## src/rtl/gearbox_12to16.sv

```systemverilog
// gearbox_12to16: packs a stream of 12-bit words LSB-first into 16-bit words, with flush/pad of a final partial word.
// Optional build macro GB12_WORD_COUNT_EN adds out_count, a wrapping count of emitted output words.
module gearbox_12to16 #(
    parameter logic PAD_BIT = 1'b0,
    parameter int   CNT_W   = 16
) (
    input  logic        clk,
    input  logic        rst,
    input  logic        in_valid,
    output logic        in_ready,
    input  logic [11:0] in_data,
    input  logic        flush,
    output logic        flush_done,
    output logic        out_valid,
    input  logic        out_ready,
    output logic [15:0] out_data,
    output logic        out_last
`ifdef GB12_WORD_COUNT_EN
    ,
    output logic [CNT_W-1:0] out_count
`endif
);

    typedef enum logic {RUN, FLUSH} state_t;

    state_t      state, state_n;
    logic [27:0] acc, acc_n, acc_sh;
    logic [4:0]  fill, fill_n, fill_sh;
    logic [15:0] pad_mask;
    logic        in_fire, out_fire, flush_done_n;

    if (CNT_W < 1) begin : g_cnt_w_chk
        $error("CNT_W must be at least 1");
    end

    // Handshake outputs and the padded view of the low 16 accumulator bits
    always_comb begin
        in_ready  = (state == RUN) && ((fill < 5'd16) || out_ready);
        out_valid = (state == RUN) ? (fill >= 5'd16) : (fill != 5'd0);
        out_last  = (state == FLUSH) && (fill <= 5'd16);
        pad_mask  = ((state == FLUSH) && (fill < 5'd16)) ? ~((16'd1 << fill) - 16'd1) : 16'd0;
        out_data  = (acc[15:0] & ~pad_mask) | ({16{PAD_BIT}} & pad_mask);
    end

    // Next accumulator: drain an emitted word first, then append the accepted input at the new fill
    always_comb begin
        in_fire      = in_valid && in_ready;
        out_fire     = out_valid && out_ready;
        acc_sh       = out_fire ? {16'd0, acc[27:16]} : acc;
        fill_sh      = !out_fire ? fill : ((fill > 5'd16) ? fill - 5'd16 : 5'd0);
        acc_n        = in_fire ? ((acc_sh & ((28'd1 << fill_sh) - 28'd1)) | ({16'd0, in_data} << fill_sh)) : acc_sh;
        fill_n       = in_fire ? fill_sh + 5'd12 : fill_sh;
        state_n      = (state == RUN) ? (flush ? FLUSH : RUN) : ((fill == 5'd0) ? RUN : FLUSH);
        flush_done_n = (state == FLUSH) && (fill == 5'd0);
    end

    // State, accumulator and flush completion registers
    always_ff @(posedge clk) begin
        if (rst) begin
            state      <= RUN;
            acc        <= '0;
            fill       <= '0;
            flush_done <= 1'b0;
        end else begin
            state      <= state_n;
            acc        <= acc_n;
            fill       <= fill_n;
            flush_done <= flush_done_n;
        end
    end

`ifdef GB12_WORD_COUNT_EN
    // Wrapping count of every emitted output word, flush words included
    always_ff @(posedge clk) begin
        if (rst)
            out_count <= '0;
        else if (out_fire)
            out_count <= out_count + CNT_W'(1);
    end
`endif

endmodule

```

## config.mk

```make
export PLATFORM = sky130hd
export DESIGN_NAME = gearbox_12to16
export DESIGN_NICKNAME = d
export VERILOG_FILES = /design/src/rtl/gearbox_12to16.sv
export SDC_FILE = /design/constraint.sdc
export NUM_CORES = 1
export LEC_CHECK = 0
export CORE_MARGIN = 4
export CORE_UTILIZATION = 55
export CTS_CLUSTER_SIZE = 14
export DETAILED_ROUTE_END_ITERATION = 7
export PLACE_DENSITY = 0.78
export SLEW_MARGIN = 25
export SYNTH_ARGS = -nofsm -noshare
export SYNTH_HDL_FRONTEND = slang
export SYNTH_SLANG_ARGS = --single-unit
```

## constraint.sdc

```tcl
create_clock -name clk -period 3.7 [get_ports clk]
set_clock_uncertainty 0.15 [all_clocks]
set_input_delay 0.74 -clock clk [delete_from_list [all_inputs] [get_ports clk]]
set_output_delay 0.74 -clock clk [all_outputs]
set_load 0.02 [all_outputs]
```

==> results.cfg, run 1 <==
[synthesis]
syn_inst = 409
synth_area_sq_um = 2960
synth_top_area_frac = 0.237
synth_flop_cell = dfxtp_1
synth_edf_count = 0
async_flop_share = 0
synth_fp_nets = 429
synthTopCellsByArea = dfxtp_1 24%, a21oi_1 4.4%, nand2_1 4.3%
ys_types = 66
synth_most_common_cell = dfxtp_1
seq_area_frac_synth = 0.237
syn_avg_cell_area_sq_um = 7.23
yosysTopAreaCell = dfxtp_1
ys_top_cells_by_count = 35 x dfxtp_1, 34 x nand2_1, 34 x nor2_1
synth_seq_cells = 35
yosys_warnings = 0

[clocking]
htreeDepth = 2
cts.sinks = 35
path_clk_slew_ns = 0.08
cts_buffer_depth = 2
clock-root-buffer = clkbuf_8
cts_hold_buf = 0
numCtsBuffers = 5
insertion_delay_ns = 0.30
tritoncts = yes

[hold_path]
hp-class = register to register
whs_path_depth = 2

[grt]
grt_pass1_wl_um = 17100
grt_max_degree = 38
overflow = 0
grt_pass1_vias = 3261
met2_usage = 0.551
antenna_found_initial = 0
grt_util_all_layers = 0.342
grt_use_met3 = 0.0754
grt.busiest_layer = met2
met1_usage = 0.441

[routing]
dr_total_vias = 3472
drtIter0Drc = 360
vias_per_cell = 6.81
dr.pass1.iters = 5
routed_wl_um = 10700
ant_nets = 0
avgRoutedWirePerCell_um = 20.9
route.detailed.drc = 0

[power]
leakage_nw = 1.31
peakVddDrop_v = 0.000249
powerDensity_nw_per_um2 = 358

[setup_path]
critPathMaxFanout = 7
worst_r2r_path_depth = 9
endpoint_kind = output port
crit_required_ns = 2.81
crit_arrival_ns = 2.70
crit_type = register to output port
cp-start-kind = register

[timing]
slew_headroom = 0.443
period_share = 0.969
setup_viol = 0
max_freq_mhz = 279
worstMarginPinSlew_ns = 0.835
fin_crit_ns = 3.59
timing_hold_violations_final = 0
slew_violations = 0
fin_hold_ws_ns = 0.319

[cells_and_area]
finalCoreUtilization = 0.690
area_delta_synth_final_pct = 20.6
postLayoutCellArea_sq_um = 3570
antenna_cells = 0
nNetsFinal = 459
drive_gt1_frac = 0.111

[run_status]
status = finished clean

[placed_design]
gp_congestion = 0.996
port-buffer-count = 36
placed_area_sq_um = 3420
dp_hpwl_um = 7510

[die]
die_area_sq_um = 6620
rows = 26
die_height_um = 81.4
initial_core_util = 0.572
core-area_sq_um = 5170
dieWidth_um = 81.4
pin_count = 37

[job]
drv_cap = 0
## per-stage QoR
step                total power, mW  cells   TNS, ns  worst slack (ns)
floorplan                     0.730    409         0             0.229
global placement              0.896    499         0             0.312
detailed placement            0.899    499         0             0.270
CTS                            1.25    507         0             0.106
global route                   1.34    510  -0.00781          -0.00781
finish                         1.28    510         0             0.114
## placed cells by master, fill, tap and decap left out, types with 5 or more instances in the layout
| master | netlist | final |
|---|---|---|
| o221ai_1 | 9 | 9 |
| nor2b_1 | 6 | 6 |
| a21oi_1 | 26 | 26 |
| clkdlybuf4s50_1 | 0 | 35 |
| a211oi_1 | 6 | 6 |
| o22ai_1 | 7 | 7 |
| mux2i_1 | 10 | 10 |
| nand2b_1 | 5 | 5 |
| nand3_1 | 19 | 19 |
| o21a_1 | 6 | 6 |
| o21ai_0 | 24 | 24 |
| a21boi_0 | 10 | 10 |
| nand2_1 | 34 | 34 |
| mux2_2 | 6 | 6 |
| clkbuf_8 | 0 | 5 |
| nand4_1 | 6 | 6 |
| dfxtp_1 | 35 | 34 |
| nor3_1 | 14 | 13 |
| and2_1 | 10 | 10 |
| nor2_1 | 34 | 33 |
| inv_1 | 12 | 12 |
| a31oi_1 | 10 | 10 |
| buf_4 | 0 | 25 |
## flip-flops by register name, indices dropped and copies added, names as in the netlist
signal,count
acc,28
fill,5
flush_done,1
state,1
## routing by layer
metal | share of wire | wire (um)
met5 | 0 | 0
met4 | 0.033 | 348
met1 | 0.41 | 4340
met2 | 0.45 | 4800
met3 | 0.11 | 1160
## cell type report
cell class	count	area, sq um
multi-input combinational	323	2060
fill	445	1600
sequential	35	704
timing repair buffer	61	551
tap	70	87.6
clock buffer	5	68.8
inverter	13	48.8
clock inverter	3	43.8
## worst paths after layout
kind	slack, ns	end	startpoint
setup / recovery	0.11	out_data[14]	fill[2]
hold / removal	0.32	acc[21]	acc[21]
setup reg to reg	0.68	acc[8]	fill[3]
hold reg to reg	0.32	acc[21]	acc[21]
## kinds of logic after synthesis
group                    synth area share
adder cells (fa/ha/maj)            0.0127
AO/OA/AOI/OAI                       0.345
flip-flops                          0.237
buffers and inverters              0.0681
XOR/XNOR                           0.0118
multiplexers                       0.0617
AND/OR/NAND/NOR                     0.263
## report_power, final
group          switching [mW]  internal [mW]
logic                   0.287          0.204
registers              0.0236          0.403
clock network           0.159          0.201
## timing repair
action	in CTS	in global routing
setup buffers	0	3
gates cloned	0	0
resized for setup	1	4
endpoints found under the setup margin	2	3
endpoints found under the hold margin	0	0
pin swaps	0	0
## critical path: stages (launching register included)
cell and delay [ns]:
dfxtp_1 0.38, nor2_1 0.24, nand3_1 0.12, ha_1 0.30
o31a_1 0.22, buf_4 0.17, a21oi_1 0.18, o21ai_0 0.10
and2_1 0.16, clkdlybuf4s50_1 0.52
Note: power is estimated with default switching activity, not from simulation.
==> inputs of run 2 (changes only) <==
- REMOVE_ABC_BUFFERS: not set -> 1
==> run 2 against run 1 <==
  * Cell area fell by 0.60%
  * Total power fell by 6.1%
  * Largest power group unchanged
  * Count of clock-buffer cells in the layout rose by 2
  * Critical path type unchanged
==> results.cfg, run 2 (synthesis results as in run 1) <==
[cells_and_area]
postLayoutCellArea_sq_um = 3550
largest_register_ffs = 28
antenna_cells = 0
finalCoreUtilization = 0.686
top_regs = acc: 28 flops, fill: 5 flops
final_common_cell = clkdlybuf4s50_1
drive_gt1_frac = 0.111
final_cell_mix = 36 x clkdlybuf4s50_1, 34 x nand2_1, 33 x nor2_1, 32 x dfxtp_1, 26 x a21oi_1
nNetsFinal = 460
area_delta_synth_final_pct = 19.9
largest_register = acc

[setup_path]
cp-start-kind = register
crit_required_ns = 2.81
crit_arrival_ns = 2.73
critPathMaxFanout = 17
endpoint_kind = output port
max_stage_delay_ns = 0.60
path_cells = nor2_1 > nand3_1 > ha_1 > nor4_1 > mux2i_1 > nor2_1 > o31a_1 > clkdlybuf4s50_1
worst_r2r_path_depth = 9
crit_slowest_cell = clkdlybuf4s50_1
cpMostUsedCell = nor2_1
crit_type = register to output port

[die]
die_height_um = 81.4
dieWidth_um = 81.4
rows = 26
pin_count = 37
die_area_sq_um = 6620
initial_core_util = 0.572
core-area_sq_um = 5170

[clocking]
clock-root-buffer = clkbuf_8
htreeDepth = 2
numCtsBuffers = 5
cts_hold_buf = 0
path_clk_slew_ns = 0.07
cts_buffer_depth = 2
insertion_delay_ns = 0.29
tritoncts = yes
cts.sinks = 35

[timing]
setup_ws_ns = 0.0801
grt_setup_unrepaired = no
period_share = 0.978
worstMarginPinSlew_ns = 0.772
setup_viol = 0
slew_violations = 0
finalSetupTns_ns = 0
fin_crit_ns = 3.62
max_freq_mhz = 276
slew_headroom = 0.485
timing_hold_violations_final = 0

[power]
leakage_nw = 1.28
finalPower_mw = 1.20
peakVddDrop_v = 0.000299
powerDensity_nw_per_um2 = 338

[grt]
grt_pass1_wl_um = 17100
grt_max_degree = 36
grt_util_all_layers = 0.334
grt_pass1_vias = 3226
overflow = 0
antenna_found_initial = 0

[hold_path]
hp-class = register to register
whs_path_depth = 2

[placed_design]
gp_congestion = 1.00
dp_slack_ns = 0.255
placed_area_sq_um = 3430
port-buffer-count = 36
dp_hpwl_um = 7400

[job]
drv_cap = 0

[routing]
route.detailed.drc = 0
vias_per_cell = 7.01
avgRoutedWirePerCell_um = 20.7
routed_wl_um = 10600
ant_nets = 0
dr_total_vias = 3581
dr.pass1.iters = 7
drtIter0Drc = 612

[run_status]
status = finished clean
[run 2: final cells by class]
| class | count | area (sq um) |
|---|---|---|
| clock buffer | 7 | 76.3 |
| tap | 70 | 87.6 |
| sequential | 35 | 707 |
| timing repair buffer | 61 | 548 |
| multi-input combinational | 324 | 2070 |
| clock inverter | 1 | 5.00 |
| fill | 452 | 1630 |
| inverter | 13 | 48.8 |
[run 2: worst paths after layout]
check | start | endpoint | slack, ns
setup / recovery | fill[4] | out_data[4] | 0.08
hold / removal | acc[24] | acc[24] | 0.32
hold reg to reg | acc[24] | acc[24] | 0.32
setup reg to reg | fill[3] | acc[8] | 0.64
[run 2: where the power goes]
group | internal, mW | switching [mW]
logic | 0.206 | 0.294
registers | 0.404 | 0.0236
clock network | 0.132 | 0.140
[run 2: worst max-delay path, delay by kind of cell, from the launching register on]
family / cells / cell delay (ns)
flops: 1 / 0.40
buf+inv: 1 / 0.60
compound gates: 1 / 0.14
mux: 1 / 0.14
fa+ha+maj: 1 / 0.32
simple gates: 4 / 0.86
[run 2: what timing repair did]
action                                  4_1_cts  5_1_grt
pin swaps                                     0        0
gates cloned                                  0        1
endpoints found under the setup margin        2        4
gates resized for setup                       1        5
setup buffers                                 0        2
[run 2: metrics by stage]
| stage | hold slack [ns] | instances |
|---|---|---|
| finish | 0.322 | 511 |
| CTS | 0.315 | 508 |
| floorplan | 0.273 | 371 |
| global route | 0.348 | 511 |
| global placement | 0.302 | 500 |
| detailed placement | 0.304 | 500 |
[run 2: metal layers]
layer	global-route usage	vias up	share of wire
li1	-	1600	-
met1	0.453	1625	0.40
met2	0.498	289	0.42
met3	0.0687	67	0.12
met4	0.164	0	0.059
met5	0	-	0
